===== config.mk =====
export PLATFORM = sky130hd
export DESIGN_NAME = vga_driver_param
export DESIGN_NICKNAME = d
export VERILOG_FILES = /design/src/rtl/vga_pkg.sv /design/src/rtl/vga_pix_tick.sv /design/src/rtl/vga_driver_param.sv
export SDC_FILE = /design/constraint.sdc
export NUM_CORES = 1
export LEC_CHECK = 0
export CAP_MARGIN = 20
export CORE_UTILIZATION = 47
export DETAILED_ROUTE_END_ITERATION = 8
export GPL_TIMING_DRIVEN = 0
export PLACE_DENSITY = 0.79
export SETUP_SLACK_MARGIN = 0.5
export SLEW_MARGIN = 20
export SYNTH_ARGS = -nofsm -noshare
export SYNTH_HDL_FRONTEND = slang
export SYNTH_SLANG_ARGS = --single-unit

===== constraint.sdc =====
create_clock -name CLK_IN -period 1.6 [get_ports CLK_IN]
set_input_delay 0.16 -clock CLK_IN [delete_from_list [all_inputs] [get_ports CLK_IN]]
set_output_delay 0.16 -clock CLK_IN [all_outputs]
set_load 0.01 [all_outputs]

===== src/rtl/vga_pkg.sv =====
// vga_pkg: shared VGA timing constants (640x480@60 defaults), sync polarity
// names and small helpers used by the display blocks.
package vga_pkg;

   // Default 640x480@60 horizontal timing, in pixels
   localparam int unsigned DEF_H_ACTIVE = 640;
   localparam int unsigned DEF_H_FP     = 16;
   localparam int unsigned DEF_H_SYNC   = 96;
   localparam int unsigned DEF_H_BP     = 48;

   // Default 640x480@60 vertical timing, in lines
   localparam int unsigned DEF_V_ACTIVE = 480;
   localparam int unsigned DEF_V_FP     = 10;
   localparam int unsigned DEF_V_SYNC   = 2;
   localparam int unsigned DEF_V_BP     = 33;

   // Sync pulse active level
   localparam bit ACTIVE_LOW  = 1'b0;
   localparam bit ACTIVE_HIGH = 1'b1;

   // Total period of one axis (visible + porches + sync)
   function automatic int unsigned timing_total(input int unsigned active,
                                                input int unsigned fp,
                                                input int unsigned sync,
                                                input int unsigned bp);
      return active + fp + sync + bp;
   endfunction

   // MSB position of colour channel chan (0 = R top, 1 = G middle, 2 = B
   // bottom) in an rgb_w-bit word; R and G take the extra bits (e.g. 3-3-2).
   function automatic int unsigned chan_msb(input int unsigned rgb_w,
                                            input int unsigned chan);
      int unsigned b_w;
      int unsigned g_w;
      b_w = rgb_w / 3;
      g_w = (rgb_w + 1) / 3;
      case (chan)
         0:       return rgb_w - 1;
         1:       return b_w + g_w - 1;
         default: return b_w - 1;
      endcase
   endfunction

endpackage


===== src/rtl/vga_pix_tick.sv =====
// vga_pix_tick: generic clock-enable divider. tick is high for one clk cycle
// out of every CLK_DIV; CLK_DIV <= 1 gives a constant enable.
module vga_pix_tick #(
   parameter int unsigned CLK_DIV = 2
) (
   input  logic clk,
   input  logic rst,
   output logic tick
);

   generate
      if (CLK_DIV <= 1) begin : g_bypass
         assign tick = 1'b1;
      end else begin : g_div
         localparam int unsigned   DW   = $clog2(CLK_DIV);
         localparam logic [DW-1:0] LAST = DW'(CLK_DIV - 1);

         logic [DW-1:0] div;

         // Count 0..CLK_DIV-1 and wrap
         always_ff @(posedge clk or posedge rst) begin
            if (rst)
               div <= '0;
            else if (div == LAST)
               div <= '0;
            else
               div <= div + DW'(1);
         end

         assign tick = (div == LAST);
      end
   endgenerate

endmodule


===== src/rtl/vga_driver_param.sv =====
// vga_driver_param: parametrised VGA timing generator. Produces registered
// H/V sync and blanked RGB one pixel period behind X_COORD/Y_COORD.
// Optional macro VGA_DRIVER_TEST_PATTERN_EN adds PATTERN_SEL, which replaces
// RGB_IN with eight internal colour bars across the visible line.
module vga_driver_param
   import vga_pkg::*;
#(
   parameter int unsigned RGB_W      = 8,
   parameter int unsigned COORD_W    = 10,
   parameter int unsigned CLK_DIV    = 2,
   parameter int unsigned H_ACTIVE   = DEF_H_ACTIVE,
   parameter int unsigned H_FP       = DEF_H_FP,
   parameter int unsigned H_SYNC_LEN = DEF_H_SYNC,
   parameter int unsigned H_BP       = DEF_H_BP,
   parameter int unsigned V_ACTIVE   = DEF_V_ACTIVE,
   parameter int unsigned V_FP       = DEF_V_FP,
   parameter int unsigned V_SYNC_LEN = DEF_V_SYNC,
   parameter int unsigned V_BP       = DEF_V_BP,
   parameter bit          H_POL      = ACTIVE_LOW,
   parameter bit          V_POL      = ACTIVE_LOW
) (
   input  logic               CLK_IN,
   input  logic               RST_IN,
`ifdef VGA_DRIVER_TEST_PATTERN_EN
   input  logic               PATTERN_SEL,
`endif
   input  logic [RGB_W-1:0]   RGB_IN,
   output logic               H_SYNC,
   output logic               V_SYNC,
   output logic [RGB_W-1:0]   RGB,
   output logic [COORD_W-1:0] X_COORD,
   output logic [COORD_W-1:0] Y_COORD,
   output logic               ACTIVE,
   output logic               PIX_TICK,
   output logic               FRAME_START
);

   localparam int unsigned H_TOTAL = timing_total(H_ACTIVE, H_FP, H_SYNC_LEN, H_BP);
   localparam int unsigned V_TOTAL = timing_total(V_ACTIVE, V_FP, V_SYNC_LEN, V_BP);

   localparam logic [COORD_W-1:0] H_LAST   = COORD_W'(H_TOTAL - 1);
   localparam logic [COORD_W-1:0] V_LAST   = COORD_W'(V_TOTAL - 1);
   localparam logic [COORD_W-1:0] H_VIS    = COORD_W'(H_ACTIVE);
   localparam logic [COORD_W-1:0] V_VIS    = COORD_W'(V_ACTIVE);
   localparam logic [COORD_W-1:0] HS_FIRST = COORD_W'(H_ACTIVE + H_FP);
   localparam logic [COORD_W-1:0] HS_LAST  = COORD_W'(H_ACTIVE + H_FP + H_SYNC_LEN - 1);
   localparam logic [COORD_W-1:0] VS_FIRST = COORD_W'(V_ACTIVE + V_FP);
   localparam logic [COORD_W-1:0] VS_LAST  = COORD_W'(V_ACTIVE + V_FP + V_SYNC_LEN - 1);

   logic               pix_tick;
   logic [COORD_W-1:0] h_cnt;
   logic [COORD_W-1:0] v_cnt;
   logic               active;
   logic               hs_on;
   logic               vs_on;
   logic [RGB_W-1:0]   rgb_src;
   logic [RGB_W-1:0]   rgb_q;
   logic               hs_q;
   logic               vs_q;

   vga_pix_tick #(.CLK_DIV(CLK_DIV)) u_pix_tick (
      .clk  (CLK_IN),
      .rst  (RST_IN),
      .tick (pix_tick)
   );

   // Pixel and line counters, advancing once per pixel period
   always_ff @(posedge CLK_IN or posedge RST_IN) begin
      if (RST_IN) begin
         h_cnt <= '0;
         v_cnt <= '0;
      end else if (pix_tick) begin
         if (h_cnt == H_LAST) begin
            h_cnt <= '0;
            if (v_cnt == V_LAST)
               v_cnt <= '0;
            else
               v_cnt <= v_cnt + COORD_W'(1);
         end else begin
            h_cnt <= h_cnt + COORD_W'(1);
         end
      end
   end

`ifdef VGA_DRIVER_TEST_PATTERN_EN
   localparam int unsigned R_MSB = chan_msb(RGB_W, 0);
   localparam int unsigned G_MSB = chan_msb(RGB_W, 1);
   localparam int unsigned B_MSB = chan_msb(RGB_W, 2);
   localparam logic [COORD_W+2:0] BAR_DIV = (COORD_W + 3)'(H_ACTIVE);

   logic [2:0]       bar;
   logic [RGB_W-1:0] pattern;

   // Colour-bar source: bar index bit i lights the MSB of channel i
   always_comb begin
      bar            = 3'(({3'b000, h_cnt} << 3) / BAR_DIV);
      pattern        = '0;
      pattern[R_MSB] = bar[0];
      pattern[G_MSB] = bar[1];
      pattern[B_MSB] = bar[2];
      rgb_src        = PATTERN_SEL ? pattern : RGB_IN;
   end
`else
   // Colour source is always the external pixel source
   always_comb begin
      rgb_src = RGB_IN;
   end
`endif

   // Visible-area and sync-window decode from the current counters
   always_comb begin
      active = (h_cnt < H_VIS) && (v_cnt < V_VIS);
      hs_on  = (h_cnt >= HS_FIRST) && (h_cnt <= HS_LAST);
      vs_on  = (v_cnt >= VS_FIRST) && (v_cnt <= VS_LAST);
   end

   // Output stage: one pixel behind the counters, sync and colour aligned
   always_ff @(posedge CLK_IN or posedge RST_IN) begin
      if (RST_IN) begin
         rgb_q <= '0;
         hs_q  <= ~H_POL;
         vs_q  <= ~V_POL;
      end else if (pix_tick) begin
         rgb_q <= active ? rgb_src : '0;
         hs_q  <= hs_on ? H_POL : ~H_POL;
         vs_q  <= vs_on ? V_POL : ~V_POL;
      end
   end

   assign RGB         = rgb_q;
   assign H_SYNC      = hs_q;
   assign V_SYNC      = vs_q;
   assign X_COORD     = h_cnt;
   assign Y_COORD     = v_cnt;
   assign ACTIVE      = active;
   assign PIX_TICK    = pix_tick;
   assign FRAME_START = pix_tick & (h_cnt == '0) & (v_cnt == '0);

endmodule

# --- Word-level counts from Yosys, hierarchy flattened ---
# Cells that the tools add are included.
classes:
  add_sub_neg: 3
  n_mul: 0
  div: 0
  n_lt_le_gt_ge: 6
  n_eq_ne: 2
  shifts: 0
  n_mux: 6
  bitwise_logic: 2
  reduce_logical: 6
ops:
  columns: ["op", "count"]
  rows:
  - ["10-bit by 1-bit adder with 10-bit output (second input constant)", 2]
  - ["10-bit equality test (second input constant)", 2]
  - ["10-bit zero test", 2]
  - ["10-bit 2-to-1 mux", 2]
  - ["10-bit >= comparator (second input constant)", 1]
  - ["10-bit by 9-bit >= comparator with 1-bit output (second input constant)", 1]
  - ["10-bit <= comparator (second input constant)", 1]
  - ["10-bit by 9-bit <= comparator with 1-bit output (second input constant)", 1]
  - ["10-bit < comparator (second input constant)", 1]
  - ["10-bit by 9-bit < comparator with 1-bit output (second input constant)", 1]
  - ["8-bit 2-to-1 mux", 1]
  - ["1-bit logical AND", 3]
  - ["1-bit 2-to-1 mux", 3]
  - ["1-bit bitwise AND", 2]
  - ["2-bit AND reduction", 1]
  - ["1-bit adder (second input constant)", 1]
word_totals:
  regBits: 31
  latch_bits: 0
  mem_bits_rw: 0
  mem_bits_ro: 0
  output_inout_bits: 33
  word_cells: 31
  memories: 0

# --- Depth between registers and ports, before layout ---
# Gate-level depths: netlist (run 1).
logic_depth:
  word_depth: 3
  mapped_depth: 7
  depth_no_buf: 6

# --- Cells and area by module ---
# Synthesis (run 1) repeated with hierarchy kept, for this count alone.
unflattened:
  cells_unflattened: 169
  area_unflattened_um2: 1581.5
by_module_without_submodules:
  columns: ["module", "n_inst", "cells_per_inst", "area_per_inst_um2"]
  rows:
  - ["vga_driver_param", 1, 166, 1549.0]
  - ["vga_pix_tick", 1, 3, 32.5]

# --- Worst setup path before layout (run 1) ---
# Ideal clock, no wire load.
synth_path:
  path_kind: "flip-flop to output port"
  start: "reg h_cnt[0] (netlist: X_COORD[0])"
  end: "out FRAME_START"
  arrival_time_ns: 1.373
  required_time_ns: 1.440
  path_slack_ns: 0.067
  path_stages_with_launch: 6
  path_buffers: 0
  path_cell_list: "dfrtp_1 > inv_1 > ha_1 > nor4b_1 > nand4_1 > nor4_1"
synth_between:
  elab_chain_len: 3
synth_rtl:
  columns: ["element", "line", "source"]
  rows:
  - ["start, declared", "vga_driver_param.sv:51", "logic [COORD_W-1:0] h_cnt;"]
  - ["start signal, assigned", "vga_driver_param.sv:80", "h_cnt <= h_cnt + COORD_W'(1);"]
  - ["10-bit zero test", "vga_driver_param.sv:137", "assign FRAME_START = pix_tick & (h_cnt == '0) & (v_cnt == '0);"]
  - ["1-bit bitwise AND (2 in a row)", "vga_driver_param.sv:137", null]
  - ["end, declared", "vga_driver_param.sv:35", "output logic FRAME_START"]
# Every way passes these cells.

# --- Final worst setup path (run 1) ---
layout_path:
  start: "reg v_cnt[0] (netlist: Y_COORD[0])"
  end: "out FRAME_START"
layout_between:
  elab_chain_len: 2
layout_rtl:
  columns: ["element", "line", "source"]
  rows:
  - ["start, declared", "vga_driver_param.sv:52", "logic [COORD_W-1:0] v_cnt;"]
  - ["start signal, assigned", "vga_driver_param.sv:78", "v_cnt <= v_cnt + COORD_W'(1);"]
  - ["10-bit zero test", "vga_driver_param.sv:137", null]
  - ["1-bit bitwise AND", "vga_driver_param.sv:137", null]
# Every way passes these cells.

==> flow_results.org, run 1 <==
** Run status
- Outcome :: complete, but fails checks
- The final reports fail on setup timing.

** Timing
- Count of endpoints failing setup in the final report :: 26
- Worst setup skew after layout :: between 0.01 and 0.015 ns
- Number of hold violations in the final report :: 0
- Timing would allow up to about 0.5 GHz.
- In this run the tightest slew margin relative to its limit is 0.556.
- Final critical-path share of the clock period :: 1.28
- Number of max-slew violations in the final report :: 0
- The routed design could run at a clock period as short as 2.05 ns.
- Setup repair after global routing could not meet its margin everywhere.
- Setup slack of the critical path after layout :: -0.450 ns
- Transition time at the pin with the least slew margin :: 0.666 ns
- In the final timing run, aggregate negative setup slack is -3.27 ns.

** Setup path
- Crit path required time :: 1.44 ns
- Slowest-stage cell, CP :: sky130_fd_sc_hd__dfrtp_1
- Largest stage delay on the critical path :: 0.43 ns
- The critical path contains buffers and inverters numbering 2 combined.
- Crit. End Element :: output port
- Type of element launching the critical path :: register
- Ordered list of cells on the worst path :: inv_1 -> ha_1 -> nor2b_4 -> nand4_1 -> nor4_4 -> buf_2
- Crit path DAT :: 1.89 ns
- Family with the most delay on the worst path :: simple AND/OR/NAND/NOR gates
- Crit path kind :: register to output port
- Of all nets on the critical path, the largest fanout is 3.

** Layout
- The number of antenna diodes in the final layout is 0.
- The layout has 85 filler cells.
- Non-Filler Instances :: 294
- For this run, the post-layout net count is ~260.
- Finished Cell Area :: 2910 sq um
- Area added between synthesis and finish :: 88.6%
- Fraction of final layout cells sized beyond drive strength 1 :: 0.640
- For this run, the share of the core covered by cells in the final layout is 0.944.

** Power
- Summed over all cells, the static leakage comes to 1.29 nW.
- The worst-case IR drop observed on VDD is 0.453 mV.
- Sum of internal, switching and leakage power :: between 1 and 1.5 mW
- Power spread over the standard cell area amounts to 500 nW/um^2.

** Drt
- In the routed design, unresolved DRC markers number 0.
- Detailed routing inserted a total of about 1800 vias.
- Before antenna repair, the detailed router went through 5 iterations.
- Detailed router's first-iteration violation count :: 152
- Using the TritonRoute via totals, the vias-per-cell ratio works out to 6.13.
- Routed wire per std cell :: 24.3 um
- The routed design has 7.15 mm of wire.
- Once detail routing completed, the nets flagged for antenna violations numbered 0.

** Logic synthesis
- The share of synthesized area in the top cell type comes to 0.471.
- Each instance of the synthesized netlist takes up on average roughly 10 sq um.
- Share of flip-flops with an asynchronous set or reset after synthesis :: 1.00
- Syn Nets :: between 150 and 200
- Summed over all instances, the cell type with the most area after synthesis is sky130_fd_sc_hd__dfrtp_1.
- By count the netlist is led by 29 x sky130_fd_sc_hd__dfrtp_1, 14 x sky130_fd_sc_hd__nand2_1, 11 x sky130_fd_sc_hd__nand3_1, 9 x sky130_fd_sc_hd__inv_1, 9 x sky130_fd_sc_hd__nor2_1.
- Synthesis handed over a netlist of 149 instances.
- Top area cells in the synthesized netlist :: sky130_fd_sc_hd__dfrtp_1 47%, sky130_fd_sc_hd__o2bb2ai_1 4.5%, sky130_fd_sc_hd__xnor2_1 4.5%, sky130_fd_sc_hd__nand3_1 3.6%, sky130_fd_sc_hd__dfstp_2 3.4%
- Yosys mapped a number of flops with a built-in enable equal to 0.
- In this run the cell area of the synthesized design comes to 1540 sq um.
- Synthesis inferred 31 register bits.
- For this run, the register share of the synthesized area comes to 0.505.
- Counting distinct cell types in the post-synthesis netlist gives 37.
- Number of warnings reported in the yosys synthesis log :: 0
- Primary FF master, synth :: sky130_fd_sc_hd__dfrtp_1
- The most common cell in the synthesized netlist is sky130_fd_sc_hd__dfrtp_1.

** Placed design
- Port Buf Inserts :: 42
- The number of placed instances, taps included, is 235.
- Routability-driven placement finished with a final weighted congestion of roughly 0.85.
- Detailed placement ended at an HPWL of 2.54 mm.
- Summing all placed instances gives a cell area of 2150 sq um.

** Global routing
- Summed over all layers, the global routing overflow is 0.
- The via count of the first global-routing pass is around 1600.
- Entering global routing, the biggest net connects 32 pins.
- Wire length of the first global-routing pass :: 7.66 mm
- Initial antenna violation count :: 0
- Gr usage total :: 0.301

** Floorplanning
- Core area :: 3080 sq um
- Chip height :: 59.2 um
- Number of standard-cell rows in the floorplan :: 20
- For this configuration, the core starts out at a cell density of 0.500.
- The floorplan step defined a die boundary enclosing 3510 sq um.
- IO Count :: 43
- Horizontal die dimension :: 59.2 um

** Clock tree
- The longest clock path from root to sink contains 2 buffers.
- Number of sinks handled by clock tree synthesis :: 31
- Clock buffers created by TritonCTS :: 5
- TritonCTS built the clock tree.
- Clock Root Buffer :: sky130_fd_sc_hd__clkbuf_4
- Clock-pin slew of the registers on the worst-case setup and hold paths :: 0.11 ns
- In this run the number of H-tree levels came out at 2.
- Insertion delay of the later-clocked pin in the worst-skew pair :: 0.35 ns
- Count of hold buffers inserted by post-cts repair :: 0

** Min path
- Worst hold-check path type :: primary input to async pin

** Run
- The tool flagged a number of max-cap violations equal to 0.
## registers in the layout (all words and copies together), names as in the netlist
register	flops
X_COORD	10
Y_COORD	10
RGB	8
V_SYNC	1
u_pix_tick.tick	1
H_SYNC	1
## worst paths after layout
| kind | from | endpoint | slack (ns) | cells past startpoint |
|---|---|---|---|---|
| worst max-delay path | Y_COORD[0]$_DFFE_PP0P_ | FRAME_START | -0.45 | 6 |
| worst min-delay path | RST_IN | RGB[0]$_DFFE_PP0P_ | 0.23 | 2 |
| worst max register to register | X_COORD[7]$_DFFE_PP0P_ | Y_COORD[5]$_DFFE_PP0P_ | -0.21 | 7 |
| worst min register to register | RGB[5]$_DFFE_PP0P_ | RGB[5]$_DFFE_PP0P_ | 0.58 | 2 |
| max in group asynchronous | RST_IN | X_COORD[1]$_DFFE_PP0P_ | 0.89 | 2 |
| min in group CLK_IN | RGB_IN[5] | RGB[5]$_DFFE_PP0P_ | 0.39 | 3 |
## per-layer routing
metal	global-route usage	vias up	share of wire
met3	0.0786	39	0.090
met4	0.102	0	0.042
met5	0	-	0
met2	0.498	133	0.51
li1	-	737	-
met1	0.380	893	0.36
## kinds of logic after synthesis
kind of cell,count (synthesis),share of synthesized area
AO/OA/AOI/OAI,23,0.103
buffers and inverters,16,0.0569
adder cells (fa/ha/maj),4,0.0325
AND/OR/NAND/NOR,61,0.220
flip-flops,31,0.505
multiplexers,3,0.0195
XOR/XNOR,11,0.0626
## area by class of cell
cell class / count / area (sq um) / area share
multi-input combinational: 102 / 947 / 0.326
timing repair buffer: 93 / 931 / 0.320
sequential: 31 / 798 / 0.275
clock buffer: 8 / 68.8 / 0.0237
buffer: 6 / 65.1 / 0.0224
tap: 44 / 55.1 / 0.0189
inverter: 10 / 40.0 / 0.0138
## repair_timing
action | 4_1_cts | 5_1_grt
gates cloned | 1 | 0
pin swaps | 13 | 18
gates resized for setup | 208 | 27
setup buffers | 38 | 12
endpoints found under the setup margin | 61 | 52
## cell usage in the layout, fill, tap and decap left out, drive strengths merged, types with 7 or more instances in the layout
cell	count
buf	89
clkbuf	9
clkdlybuf4s50	9
dfrtp	29
inv	10
nand2	15
nand3	11
nand4	7
nor2	9
o21ai	7
o2bb2ai	8
xnor2	8
## report_power, final
part / total, mW / switching, mW / internal, mW
Combinational: 0.0966 / 0.0486 / 0.0480
Sequential: 0.800 / 0.00709 / 0.793
Clock: 0.555 / 0.296 / 0.258
## stage by stage
| stage | worst slack (ns) | hold WS, ns |
|---|---|---|
| final | -0.450 | 0.229 |
| after global routing | -0.521 | 0.277 |
| after CTS | -0.298 | 0.226 |
| after detailed placement | -0.505 | 0.482 |
| after global placement | -0.476 | 0.474 |
| after floorplan | 0.184 | 0.262 |
Note: power is estimated with default switching activity, not from simulation.
==> run 2: changes to the inputs <==
--- a/config.mk
+++ b/config.mk
@@ -15,3 +15,4 @@
 export SYNTH_ARGS = -nofsm -noshare
 export SYNTH_HDL_FRONTEND = slang
 export SYNTH_SLANG_ARGS = --single-unit
+export TNS_END_PERCENT = 1
==> flow_results.org, run 2 (synthesis gave the netlist of run 1 again) <==
** Power
- The worst IR drop on VDD came to 0.449 mV (was 0.453 mV).
- Ratio of total power to cell area :: 579 nW/um^2 (was 500 nW/um^2)
- Sum of internal, switching and leakage power :: 1.38 mW (was 1.45 mW)
- Leakage :: 1.05 nW (was 1.29 nW)

** Clock tree
- Insertion delay of the later-clocked pin in the worst-skew pair :: 0.33 ns (was 0.35 ns)
- The CTS root buffer was sky130_fd_sc_hd__clkbuf_4 (unchanged).
- The clock-pin slew on the worst setup and hold paths came to 0.09 ns (was 0.11 ns).
- The number of buffers added by the clock tree synthesis step was 5 (unchanged).
- Number of H-tree levels :: 2 (unchanged)
- The maximum number of buffers from clock root to sink is 2 (unchanged).
- CTS tree :: done (unchanged)
- The clock net sink count was 31 (unchanged).

** Setup path
- The capturing point of the worst reg2reg path is Y_COORD[7]$_DFFE_PP0P_ (was Y_COORD[5]$_DFFE_PP0P_).
- Biggest fanout along the worst timing path :: 2 (was 3)
- Crit path required time :: 1.44 ns (about the same)
- Ordered list of cells on the worst path :: or4_4 -> nor4_4 -> buf_2 (was inv_1 -> ha_1 -> nor2b_4 -> nand4_1 -> nor4_4 -> buf_2)
- The launching element type of the critical path is a register (unchanged).
- Crit path kind :: register to output port (unchanged)
- The nature of the critical path endpoint is an output port (unchanged).
- The cell count of the worst reg-to-reg path is 7 (unchanged).
- Worst-case register-to-register setup slack :: -0.02 ns (was -0.21 ns)
- The slowest cell on the critical path is sky130_fd_sc_hd__or4_4 (was sky130_fd_sc_hd__dfrtp_1).
- The peak per-stage delay on the critical path is 0.55 ns (was 0.43 ns).
- The critical register-to-register path startpoint is X_COORD[1]$_DFFE_PP0P_ (was X_COORD[7]$_DFFE_PP0P_).
- The critical path data arrival time is 1.73 ns (was 1.89 ns).

** Placed design
- Cell area reported after detailed placement :: 2050 sq um (was 2150 sq um)
- The post-detailed-placement half-perimeter wirelength came to 2.54 mm (about the same).
- Routability-driven placement congestion ratio :: 0.852 (was 0.849)
- Port Buf Inserts :: 42 (unchanged)

** Timing
- The final sum of negative setup slack came to -0.488 ns (was -3.27 ns).
- The worst max-slew margin expressed relative to the limit came to 0.573 (was 0.556).
- Setup repair after global routing missed its margin :: yes (unchanged)
- The final worst slack came to -0.286 ns (was -0.450 ns).
- The hold violation count in the final report is 0 (unchanged).
- The minimum clock period was 1.89 ns (was 2.05 ns).
- The setup skew after layout is 0.00459 ns (was 0.0128 ns).
- Number of max-slew violations in the final report :: 0 (unchanged)
- Final critical-path share of the clock period :: 1.18 (was 1.28)
- The hold slack is 0.224 ns (was 0.229 ns).
- Highest achievable clock rate :: 0.530 GHz (was 0.488 GHz)
- Count of endpoints failing setup in the final report :: 3 (was 26)
- The transition time at the pin with the least slew margin is 0.640 ns (was 0.666 ns).

** Floorplanning
- The initial cell density of the core was 0.500 (unchanged).
- The overall die width is 59.2 um (unchanged).
- IO Count :: 43 (unchanged)
- The area of the placeable core came to 3080 sq um (unchanged).
- The height of the chip came to 59.2 um (unchanged).
- Number of standard-cell rows in the floorplan :: 20 (unchanged)
- Die Area :: 3510 sq um (unchanged)

** Run
- Max-cap viol count :: 0 (unchanged)

** Drt
- The total DRC errors in the routed layout came to 0 (unchanged).
- The total routed wirelength came to 4.20 mm (was 7.15 mm).
- DRT Pass-1 Iters :: 4 (was 5)
- The ratio of routed vias to standard cells came to 5.59 (was 6.13).
- The number of vias after detailed routing was 1442 (was 1802).
- The number of DRC markers in iteration 0 came to 69 (was 152).
- The count of nets left with antenna violations after detail routing is 0 (unchanged).
- The average wire per standard cell is 16.3 um (was 24.3 um).

** Global routing
- Total grt overflow :: 0 (unchanged)
- The maximum number of pins on one net before global-route repair is 32 (unchanged).
- The global-route wire length before repair is 6.88 mm (was 7.66 mm).
- The via count of the first global-routing pass was 1495 (was 1559).
- Gr usage total :: 0.268 (was 0.301)
- The initial antenna violation count is 0 (unchanged).

** Layout
- Commonest non-fill, non-tap cell in the layout :: sky130_fd_sc_hd__buf_6 (unchanged)
- Finished Cell Area :: 2390 sq um (was 2910 sq um)
- The fraction of layout instances using a drive strength above 1 came to 0.491 (was 0.640).
- Area added between synthesis and finish :: 55.1% (was 88.6%)
- Most frequent cells in the layout: 31 x sky130_fd_sc_hd__buf_6, 15 x sky130_fd_sc_hd__dfrtp_1, 14 x sky130_fd_sc_hd__dfrtp_2, 14 x sky130_fd_sc_hd__nand2_1, 13 x sky130_fd_sc_hd__buf_2 (was 58 x sky130_fd_sc_hd__buf_6, 16 x sky130_fd_sc_hd__dfrtp_2, 16 x sky130_fd_sc_hd__buf_4, 14 x sky130_fd_sc_hd__nand2_1, 13 x sky130_fd_sc_hd__dfrtp_1).
- Fillcell total :: 210 (was 85)
- Fin util :: 0.776 (was 0.944)
- Post-layout nets :: 227 (was 263)
- Multi-input gate area in the final layout :: 840 sq um (was 947 sq um)
- The antenna cell count is 0 (unchanged).
- Seq. cell area :: 796 sq um (was 798 sq um)

** Min path
- Worst hold-check path type :: primary input to async pin (unchanged)

** Run status
- Outcome :: complete, but fails checks (unchanged)
- Failing checks: setup timing (unchanged).
## run 2: how the worst max path moves through the flow
stage,startpoint,endpoint,slack [ns],cells past startpoint
finish,Y_COORD[2]$_DFFE_PP0P_,FRAME_START,-0.29,3
global route,Y_COORD[7]$_DFFE_PP0P_,FRAME_START,-0.40,5
detailed placement,X_COORD[0]$_DFFE_PP0P_,FRAME_START,-0.47,6
global placement,X_COORD[0]$_DFFE_PP0P_,FRAME_START,-0.42,6
floorplan,Y_COORD[2]$_DFFE_PP0P_,FRAME_START,0.18,2
CTS,Y_COORD[7]$_DFFE_PP0P_,FRAME_START,-0.33,5
## run 2: repair_timing
action,CTS,global route
pin swaps,26,10
hold buffers,0,0
endpoints found under the hold margin,0,0
resized for setup,191,12
setup buffers,15,0
endpoints found under the setup margin,60,51
## run 2: routing by layer
layer | vias up | track usage | routed length, um
li1 | 672 | - | -
met1 | 706 | 0.331 | 1750
met2 | 56 | 0.443 | 2120
met3 | 8 | 0.0655 | 261
met4 | 0 | 0.119 | 66
met5 | - | 0 | 0
## run 2: final cells by class
| cell class | instances | area share |
|---|---|---|
| multi-input combinational | 102 | 0.351 |
| buffer | 6 | 0.0293 |
| timing repair buffer | 57 | 0.218 |
| sequential | 31 | 0.333 |
| inverter | 10 | 0.0157 |
| tap | 44 | 0.0230 |
| clock buffer | 8 | 0.0288 |
## run 2: stage by stage
stage / cells / worst slack, ns
detailed placement: 235 / -0.471
floorplan: 149 / 0.184
finish: 258 / -0.286
global placement: 235 / -0.421
CTS: 258 / -0.334
global route: 258 / -0.401
## run 2: report_power, final
| group | leakage, nW | total, mW | switching (mW) | internal [mW] |
|---|---|---|---|---|
| combinational | 0.642 | 0.0682 | 0.0341 | 0.0341 |
| sequential | 0.373 | 0.800 | 0.00649 | 0.793 |
| clock | 0.0386 | 0.515 | 0.257 | 0.258 |
## run 2: critical path: cells and delay by family (launching register included)
family	cells	cell delay [ns]
buf+inv	1	0.17
flops	1	0.44
simple gates	2	0.79
==> run 3: changes to the inputs <==
--- a/config.mk
+++ b/config.mk
@@ -9,6 +9,7 @@
 export CORE_UTILIZATION = 47
 export DETAILED_ROUTE_END_ITERATION = 8
 export GPL_TIMING_DRIVEN = 0
+export MAX_ROUTING_LAYER = met4
 export PLACE_DENSITY = 0.79
 export SETUP_SLACK_MARGIN = 0.5
 export SLEW_MARGIN = 20
==> flow_results.org, run 3 (synthesis gave the netlist of run 1 again) <==
** Floorplanning
- Core area :: 3080 sq um (unchanged)
- Effective utilization at floorplan :: 0.500 (unchanged)
- The standard-cell row count was 20 (unchanged).
- The die area is 3510 sq um (unchanged).
- Chip height :: 59.2 um (unchanged)
- Horizontal die dimension :: 59.2 um (unchanged)
- IO Count :: 43 (unchanged)

** Timing
- Number of hold violations in the final report :: 0 (unchanged)
- Final critical-path share of the clock period :: 1.18 (about the same)
- The max-slew violation total from the final report came to 0 (unchanged).
- Worst setup skew after layout :: 0.00521 ns (was 0.00459 ns)
- Count of endpoints failing setup in the final report :: 3 (unchanged)
- Highest achievable clock rate :: 0.529 GHz (was 0.530 GHz)
- Setup repair after global routing missed its margin :: yes (unchanged)
- The worst max-slew margin expressed relative to the limit came to 0.580 (was 0.573).
- The final worst slack was -0.289 ns (was -0.286 ns).
- The transition time at the pin with the least slew margin was 0.628 ns (was 0.640 ns).
- Minimum period implied by the final worst setup slack :: 1.89 ns (about the same)
- The hold slack came to 0.226 ns (was 0.224 ns).

** Power
- The combinational fraction of design power came to 0.049 (about the same).
- The part of the total power dissipated in the clock network came to 0.373 (about the same).
- Maximum vdd drop :: 0.450 mV (was 0.449 mV)
- Cell internal power dissipation :: 1.09 mW (about the same)
- The ratio of total power to cell area came to 579 nW/um^2 (about the same).
- The power spent charging and discharging nets came to 0.297 mW (was 0.298 mW).
- Sequential Power Share :: 0.578 (about the same)
- The switching share of power came to 0.215 (about the same).
- Leakage :: 1.05 nW (unchanged)

** Drt
- Routed wire per std cell :: 16.3 um (about the same)
- The number of detailed-routing iterations run before antenna repair was 4 (unchanged).
- Detailed router's first-iteration violation count :: 47 (was 69)
- The top routing layer in use is met4 (unchanged).
- The ratio of routed vias to standard cells was 5.59 (about the same).
- DR vias :: 1441 (was 1442)
- The total DRC errors in the routed layout came to 0 (unchanged).
- The detailed-routed wire length on met2 is 2.13 mm (was 2.12 mm).
- The total routed wirelength was 4.20 mm (about the same).
- Post-DRT Antenna Nets :: 0 (unchanged)
- The routed wire length on met3 was 277 um (was 261 um).
- Met1 Wirelength :: 1.70 mm (was 1.75 mm)

** Setup path
- The critical register-to-register path startpoint is X_COORD[1]$_DFFE_PP0P_ (unchanged).
- Crit. End Element :: output port (unchanged)
- The maximum fanout along the worst path came to 2 (unchanged).
- Worst reg2reg endpoint :: Y_COORD[7]$_DFFE_PP0P_ (unchanged)
- Largest stage delay on the critical path :: 0.55 ns (about the same)
- The slowest cell on the critical path is sky130_fd_sc_hd__or4_4 (unchanged).
- The critical setup path kind is register to output port (unchanged).
- Crit path DAT :: 1.73 ns (about the same)
- Type of element launching the critical path :: register (unchanged)
- Buffer and inverter count on the worst path :: 1 (unchanged)
- Worst-case register-to-register setup slack :: -0.03 ns (was -0.02 ns)
- Family with the most delay on the worst path :: simple AND/OR/NAND/NOR gates (unchanged)
- Ordered list of cells on the worst path :: or4_4 -> nor4_4 -> buf_2 (unchanged)
- Crit path required time :: 1.44 ns (about the same)
- Depth of the most critical reg-to-reg path :: 7 (unchanged)

** Placed design
- Port Buf Inserts :: 42 (unchanged)
- Half-perimeter wire length after detailed placement :: 2.54 mm (unchanged)
- Routability-driven placement congestion ratio :: 0.865 (was 0.852)
- The instance area at placement was 2050 sq um (unchanged).

** Layout
- The most common library cell in the layout ignoring fill and taps is sky130_fd_sc_hd__buf_6 (unchanged).
- Most frequent cells in the layout :: 31 x sky130_fd_sc_hd__buf_6, 15 x sky130_fd_sc_hd__dfrtp_1, 14 x sky130_fd_sc_hd__dfrtp_2, 14 x sky130_fd_sc_hd__nand2_1, 13 x sky130_fd_sc_hd__buf_2 (unchanged)
- Number of diodes :: 0 (unchanged)
- The area added between synthesis and finish is 55.1% (unchanged).
- Finished Cell Area :: 2390 sq um (unchanged)
- The multi-input logic area came to 840 sq um (unchanged).
- The number of nets in the finished design is 227 (unchanged).
- Fraction of final layout cells sized beyond drive strength 1 :: 0.491 (unchanged)
- Fillcell total :: 210 (unchanged)
- Seq. cell area :: 796 sq um (unchanged)

** Global routing
- Pin count of the biggest net entering global routing :: 32 (unchanged)
- Gr usage total :: 0.276 (was 0.268)
- The via count of the first global-routing pass was 1498 (was 1495).
- The total global routing overflow is 0 (unchanged).
- Wire length of the first global-routing pass :: 6.88 mm (unchanged)
- The initial antenna violation count came to 0 (unchanged).

** Clock tree
- The clock latency on the worst-skew pair came to 0.33 ns (about the same).
- Count of hold buffers inserted by post-cts repair :: 0 (unchanged)
- The clock net sink count was 31 (unchanged).
- The deepest level of the CTS H-tree came to 2 (unchanged).
- Maximum buffer depth of the clock tree :: 2 (unchanged)
- Clock-pin slew of the registers on the worst-case setup and hold paths :: 0.09 ns (about the same)
- The CTS root buffer is sky130_fd_sc_hd__clkbuf_4 (unchanged).
- Clock buffers created by TritonCTS :: 5 (unchanged)
- CTS tree :: done (unchanged)

** Run status
- Outcome: complete, but fails checks (unchanged).
- Failing checks: setup timing (unchanged).

** Run
- The count of maximum capacitance violations came to 0 (unchanged).

** Min path
- The path category of the worst min-delay check was primary input to async pin (unchanged).
[run 3: through the flow]
step                      setup slack (ns)  TNS (ns)  cells  power [mW]  utilization
final                               -0.289    -0.505    258        1.38        0.776
after global routing                -0.401     -1.02    258        1.44        0.776
after CTS                           -0.334    -0.644    258        1.40        0.770
after detailed placement            -0.471    -0.828    235       0.889        0.667
after global placement              -0.421    -0.828    235       0.887        0.667
after floorplan                      0.184         0    149       0.840            -
[run 3: worst max-delay path by stage]
stage,from,end,slack (ns),cells after the start
floorplan,Y_COORD[2]$_DFFE_PP0P_,FRAME_START,0.18,2
global placement,X_COORD[0]$_DFFE_PP0P_,FRAME_START,-0.42,6
detailed placement,X_COORD[0]$_DFFE_PP0P_,FRAME_START,-0.47,6
CTS,Y_COORD[7]$_DFFE_PP0P_,FRAME_START,-0.33,5
global route,Y_COORD[7]$_DFFE_PP0P_,FRAME_START,-0.40,5
finish,Y_COORD[2]$_DFFE_PP0P_,FRAME_START,-0.29,3
[run 3: per-layer routing]
metal / global-route usage / up-vias
li1: - / 670
met1: 0.331 / 704
met2: 0.443 / 57
met3: 0.0655 / 10
met4: 0.119 / 0
met5: - / -
[run 3: worst register-to-register path, stage by stage (launching register included)]
cell	delay, ns
sky130_fd_sc_hd__dfrtp_2	0.39
sky130_fd_sc_hd__buf_6	0.12
sky130_fd_sc_hd__ha_4	0.14
sky130_fd_sc_hd__and4_1	0.18
sky130_fd_sc_hd__buf_6	0.13
sky130_fd_sc_hd__nand4_1	0.21
sky130_fd_sc_hd__nor2_1	0.21
sky130_fd_sc_hd__xor2_1	0.17
[run 3: area by class of cell]
class / instances / area share
plain buffers: 6 / 0.0293
clock buffers: 8 / 0.0288
inverters: 10 / 0.0157
multi-input cells: 102 / 0.351
flip-flops and latches: 31 / 0.333
well taps: 44 / 0.0230
repair buffers: 57 / 0.218
[run 3: repair_timing]
item	CTS	global route
buffers inserted	15	0
pin swaps	26	10
endpoints found under the setup margin	60	51
gates resized for setup	191	12
[run 3: power by group through the flow]
stage                     registers [mW]  logic [mW]  clock network, mW
after floorplan                    0.819      0.0205                  0
after global placement             0.814      0.0732                  0
after detailed placement           0.814      0.0752                  0
after CTS                          0.800      0.0694              0.531
after global routing               0.801      0.0761              0.558
final                              0.800      0.0680              0.515
